==> config.mk <==
export PLATFORM = sky130hd
export DESIGN_NAME = pad_share_arbiter
export DESIGN_NICKNAME = d
export VERILOG_FILES = /design/src/rtl/pad_share_arbiter.sv
export SDC_FILE = /design/constraint.sdc
export NUM_CORES = 1
export LEC_CHECK = 0
export ABC_AREA = 1
export BUFFER_PORTS_ARGS = -buffer_cell sky130_fd_sc_hd__clkbuf_2
export CORE_AREA = 2 2 145 147
export CTS_CLUSTER_DIAMETER = 30
export DETAILED_ROUTE_END_ITERATION = 6
export DIE_AREA = 0 0 147 149
export SLEW_MARGIN = 15
export SYNTH_ARGS = -nofsm -noshare
export SYNTH_HDL_FRONTEND = slang
export SYNTH_SLANG_ARGS = --single-unit
==> constraint.sdc <==
create_clock -name clk_i -period 3.05 [get_ports clk_i]
set_input_delay 0.4575 -clock clk_i [delete_from_list [all_inputs] [get_ports clk_i]]
set_output_delay 0.4575 -clock clk_i [all_outputs]
set_load 0.01 [all_outputs]
==> src/rtl/pad_share_arbiter.sv <==
// pad_share_arbiter: round-robin ownership arbiter for a shared group of I/O pads.
// Only one requester drives the pad group at a time. Tristated guard intervals are
// inserted before and after each ownership period.
//
// Ports:
//   clk_i, rst_ni  clock and asynchronous active-low reset
//   req_i          level ownership request, one bit per requester
//   gnt_o          registered grant, one-hot or zero
//   req_out_i      per-requester pad output values (N_PADS per requester)
//   req_oe_i       per-requester pad output enables
//   req_cfg_i      per-requester pad config (NBIT_PADCFG per pad)
//   req_in_o       pad input values returned to the granted requester only
//   io_out_o       pad output values to the pad ring
//   io_oe_o        pad output enables to the pad ring
//   pad_cfg_o      pad config to the pad ring
//   io_in_i        pad input values from the pad ring
//   busy_o         arbiter is not idle
//   owner_o        index of the current or pending owner
module pad_share_arbiter #(
  parameter int unsigned            N_REQ        = 4,
  parameter int unsigned            N_PADS       = 8,
  parameter int unsigned            NBIT_PADCFG  = 6,
  parameter int unsigned            GUARD_CYCLES = 4,
  parameter logic [NBIT_PADCFG-1:0] CFG_DEFAULT  = '0
) (
  input  logic                                  clk_i,
  input  logic                                  rst_ni,
  input  logic [N_REQ-1:0]                      req_i,
  output logic [N_REQ-1:0]                      gnt_o,
  input  logic [N_REQ*N_PADS-1:0]               req_out_i,
  input  logic [N_REQ*N_PADS-1:0]               req_oe_i,
  input  logic [N_REQ*N_PADS*NBIT_PADCFG-1:0]   req_cfg_i,
  output logic [N_REQ*N_PADS-1:0]               req_in_o,
  output logic [N_PADS-1:0]                     io_out_o,
  output logic [N_PADS-1:0]                     io_oe_o,
  output logic [N_PADS*NBIT_PADCFG-1:0]         pad_cfg_o,
  input  logic [N_PADS-1:0]                     io_in_i,
  output logic                                  busy_o,
  output logic [$clog2(N_REQ)-1:0]              owner_o
);

  localparam int unsigned OW   = $clog2(N_REQ);
  localparam int unsigned CW   = $clog2(GUARD_CYCLES + 1);
  localparam int unsigned CFGW = N_PADS * NBIT_PADCFG;

  typedef enum logic [1:0] {
    IDLE,
    SETUP,
    OWNED,
    RELEASE
  } state_e;

  state_e             state_q, state_d;
  logic [OW-1:0]      owner_q, owner_d;
  logic [OW-1:0]      rr_q, rr_d;
  logic [CW-1:0]      cnt_q, cnt_d;
  logic [N_REQ-1:0]   gnt_q, gnt_d;
  logic               busy_q;

  logic [N_PADS-1:0]  out_arr [N_REQ];
  logic [N_PADS-1:0]  oe_arr  [N_REQ];
  logic [CFGW-1:0]    cfg_arr [N_REQ];

  logic               win_found;
  logic [OW-1:0]      win_idx;
  logic [OW-1:0]      owner_inc;
  int unsigned        cand;
  logic [OW-1:0]      cand_idx;

  // Unpack the flat per-requester buses; drive requester input returns from the grant.
  for (genvar r = 0; r < N_REQ; r++) begin : g_req
    assign out_arr[r] = req_out_i[r*N_PADS +: N_PADS];
    assign oe_arr[r]  = req_oe_i[r*N_PADS +: N_PADS];
    assign cfg_arr[r] = req_cfg_i[r*CFGW +: CFGW];
    assign req_in_o[r*N_PADS +: N_PADS] = gnt_q[r] ? io_in_i : '0;
  end

  // Round-robin winner search starting at rr_q.
  always_comb begin
    win_found = 1'b0;
    win_idx   = '0;
    cand      = 0;
    cand_idx  = '0;
    for (int unsigned k = 0; k < N_REQ; k++) begin
      cand = 32'(rr_q) + k;
      if (cand >= N_REQ) cand = cand - N_REQ;
      cand_idx = OW'(cand);
      if (!win_found && req_i[cand_idx]) begin
        win_found = 1'b1;
        win_idx   = cand_idx;
      end
    end
  end

  assign owner_inc = (owner_q == OW'(N_REQ - 1)) ? '0 : owner_q + OW'(1);

  // State register.
  always_ff @(posedge clk_i or negedge rst_ni) begin
    if (!rst_ni) begin
      state_q <= IDLE;
      owner_q <= '0;
      rr_q    <= '0;
      cnt_q   <= '0;
      gnt_q   <= '0;
      busy_q  <= 1'b0;
    end else begin
      state_q <= state_d;
      owner_q <= owner_d;
      rr_q    <= rr_d;
      cnt_q   <= cnt_d;
      gnt_q   <= gnt_d;
      busy_q  <= (state_d != IDLE);
    end
  end

  // Next-state logic.
  always_comb begin
    state_d = state_q;
    owner_d = owner_q;
    rr_d    = rr_q;
    cnt_d   = cnt_q;
    gnt_d   = gnt_q;
    case (state_q)
      IDLE: begin
        if (win_found) begin
          owner_d = win_idx;
          cnt_d   = CW'(GUARD_CYCLES - 1);
          state_d = SETUP;
        end
      end
      SETUP: begin
        // An aborted setup still advances the pointer so the quitter loses priority.
        if (!req_i[owner_q]) begin
          cnt_d   = CW'(GUARD_CYCLES - 1);
          rr_d    = owner_inc;
          state_d = RELEASE;
        end else if (cnt_q == '0) begin
          gnt_d   = N_REQ'(1) << owner_q;
          rr_d    = owner_inc;
          state_d = OWNED;
        end else begin
          cnt_d = cnt_q - CW'(1);
        end
      end
      OWNED: begin
        if (!req_i[owner_q]) begin
          gnt_d   = '0;
          cnt_d   = CW'(GUARD_CYCLES - 1);
          state_d = RELEASE;
        end
      end
      RELEASE: begin
        if (cnt_q == '0) state_d = IDLE;
        else             cnt_d   = cnt_q - CW'(1);
      end
      default: state_d = IDLE;
    endcase
  end

  // Pad-side mux: drive only while OWNED; the owner's config is applied from SETUP on.
  assign io_out_o  = out_arr[owner_q];
  assign io_oe_o   = (state_q == OWNED) ? oe_arr[owner_q] : '0;
  assign pad_cfg_o = (state_q == SETUP || state_q == OWNED) ? cfg_arr[owner_q]
                                                            : {N_PADS{CFG_DEFAULT}};

  assign gnt_o   = gnt_q;
  assign busy_o  = busy_q;
  assign owner_o = owner_q;

endmodule

==> impl_metrics.env <==
export IMPL_setup_ws_ns=0.626
export IMPL_final_setup_viol_count=0
export IMPL_pwr_share_clk_pct=5.5
export IMPL_drtAntennaViolNets=0
export IMPL_synth_top_area_share_pct=25.2
export IMPL_clkTransAtPathRegs_ns=0.05
export IMPL_filler_cell_count=2350
export IMPL_drive_above_1_share_pct=40.3
export IMPL_register_area_um2=355
export IMPL_cp_max_fo=67
export IMPL_final_nets=1337
export IMPL_drt_iter0_drc=370
export IMPL_ys_seq_area_share_pct=9.49
export IMPL_drv_slew=0
export IMPL_fin_tns_setup_ns=0
export IMPL_fmax_ghz=0.413
export IMPL_synth_ff_type="dfrtp_1"
export IMPL_die_x_um=147
export IMPL_grt_pass1_wl_um=26800
export IMPL_reg2reg_depth=10
export IMPL_max_cap_violations=0
export IMPL_placed_area_um2=5720
export IMPL_synth_nets=1005
export IMPL_io_buffer_count=372
export IMPL_synth_async_reset_ratio_pct=100
export IMPL_io_pins=373
export IMPL_die_h_um=149
export IMPL_antenna_found_initial=1
export IMPL_stdcell_area_um2=5810
export IMPL_core_um2=20600
export IMPL_clk_latency_ns=0.25
export IMPL_htree_levels=1
export IMPL_dp_hpwl_um=14300
export IMPL_cts_buffers=3
export IMPL_rsz0062_at_grt="no"
export IMPL_cp_arrival_ns=1.97
export IMPL_routed_wl_um=17800
export IMPL_power_density_nw_per_um2=888
export IMPL_ys_ff_latch=14
export IMPL_area_growth_pct=57.4
export IMPL_grt_max_degree=136
export IMPL_worst_setup_path_start_kind="flip-flop"
export IMPL_power_switching_mw=3.09
export IMPL_synth_area_um2=3690
export IMPL_timing_slew_headroom_pct=59.3
export IMPL_end_kind="output pin"
export IMPL_synth_common_cells="nor2_1 (248), o21ai_0 (140), nand2_1 (82), a21oi_1 (57), inv_1 (48)"
export IMPL_gp_congestion=0.838
export IMPL_gr_total_overflow=0
export IMPL_diodes=0
export IMPL_ys_warn_count=0
export IMPL_dpl_cell_count=1326
export IMPL_fin_cells=1330
export IMPL_p_comb_share_pct=86.3
export IMPL_cts_hold_buffers=0
export IMPL_place_ws_ns=0.827
export IMPL_routed_via_density=4.31
export IMPL_yosys_cell_types_count=31
export IMPL_yosysTopAreaCell="nor2_1"
export IMPL_tightest_slew_ns=0.610
export IMPL_synth_most_common_cell="nor2_1"
export IMPL_status="finished, final reports clean"
export IMPL_netlist_instances=724
export IMPL_fin_util_pct=28.3
export IMPL_vias=5729
export IMPL_track_usage_pct=14.9
export IMPL_crit_type="reg -> out"
export IMPL_power_leakage_nw=3.40
export IMPL_cts_resized=0
export IMPL_multiInputGateArea_um2=2860
export IMPL_grt_pass1_vias=5046
export IMPL_p_total_mw=5.16
export IMPL_hold_viol=0
export IMPL_holdCritPathClass="in -> async"
export IMPL_cts_sinks=14
export IMPL_required_ns=2.59
export IMPL_wire_per_inst_um=13.4
export IMPL_p_sw_share_pct=59.9
export IMPL_layout_min_cycle_time_ns=2.42
export IMPL_route_detailed_drc=0
export IMPL_syn_avg_cell_area_um2=5.10
export IMPL_cts_tree="done"
export IMPL_peakVddDrop_mv=0.521
export IMPL_placementRows=53
export IMPL_root_buffer="clkbuf_16"
export IMPL_holdWs_ns=0.113
export IMPL_finalCritPeriodShare_pct=79.5
export IMPL_first_pass_iters=5
export IMPL_skew_ns=0.00708
export IMPL_synthTopCellsByArea="nor2_1 (25%), o21ai_0 (19%), dfrtp_1 (9.5%)"
export IMPL_fp_dieArea_um2=21900
export IMPL_start_util_pct=18.0
export IMPL_seqPwrFrac_pct=8.2
export IMPL_power_internal_mw=2.07
export IMPL_cts_buffer_depth=2
export IMPL_synth_edf_count=0
export IMPL_cts_setup_buffers=0
## state kept, by name, summed over array words and instances, names as in the netlist
register  count
rr_q          2
gnt_o         4
busy_o        1
state_q       2
owner_o       2
cnt_q         3
## cells in the final DEF (no fill, tap or decap), types with 2 or more instances in the layout
cell type / n
o21ai_0: 140
a21oi_1: 57
buf_12: 2
nand3_4: 3
nand2_2: 16
nand3_1: 17
clkbuf_2: 372
nand4_1: 2
buf_4: 7
nand3_2: 3
o22ai_1: 8
inv_1: 47
nand2_1: 82
ha_1: 11
nand2_4: 6
nor2_1: 248
clkbuf_16: 3
dfrtp_1: 12
xor2_1: 2
inv_2: 5
## layout make-up
type	count	share of cell area, %
clock buffer	4	1.53
inverter	54	3.62
multi-input combinational	602	49.2
sequential	14	6.12
tap	275	5.92
timing repair buffer	381	33.6
## routing by layer
layer / wire (um) / global-route usage (%) / part of all wire [%] / vias to the layer above
met5: 9 / 0 / 0.051 / -
met1: 7490 / 19.2 / 42 / 2451
li1: - / - / - / 2985
met4: 269 / 2.36 / 1.5 / 2
met2: 8690 / 26.6 / 49 / 271
met3: 1340 / 2.72 / 7.5 / 20
## power groups by stage
stage	Combinational, mW	Clock [mW]	Sequential, mW
floorplan	3.11	0	0.356
global placement	4.45	0	0.425
detailed placement	4.47	0	0.425
CTS	4.49	0.290	0.424
global route	5.02	0.297	0.441
finish	4.46	0.285	0.421
## logic make-up after synthesis
kind of cell / Yosys count / synth area share (%)
simple gates: 381 / 44.6
compound gates: 208 / 28.6
buf+inv: 108 / 13.1
flops: 14 / 9.49
fa+ha+maj: 11 / 3.73
xor+xnor: 2 / 0.475
## final timing paths
| kind | slack, ns | to | startpoint |
|---|---|---|---|
| setup / recovery | 0.63 | pad_cfg_o[29] | owner_o[0] |
| hold / removal | 0.11 | gnt_o[2] | rst_ni |
| setup reg to reg | 0.97 | busy_o | state_q[0] |
| hold reg to reg | 0.51 | cnt_q[1] | cnt_q[1] |
| max in group asynchronous | 2.63 | owner_o[0] | rst_ni |
| min in group clk_i | 0.51 | cnt_q[1] | cnt_q[1] |
## worst max-delay path, cell delays in order (launching register included)
cell,delay [ns]
dfrtp_4,0.50
inv_4,0.29
buf_12,0.30
o21ai_0,0.21
a21oi_1,0.21
clkbuf_2,0.17
(Power assumes the default switching activity.)
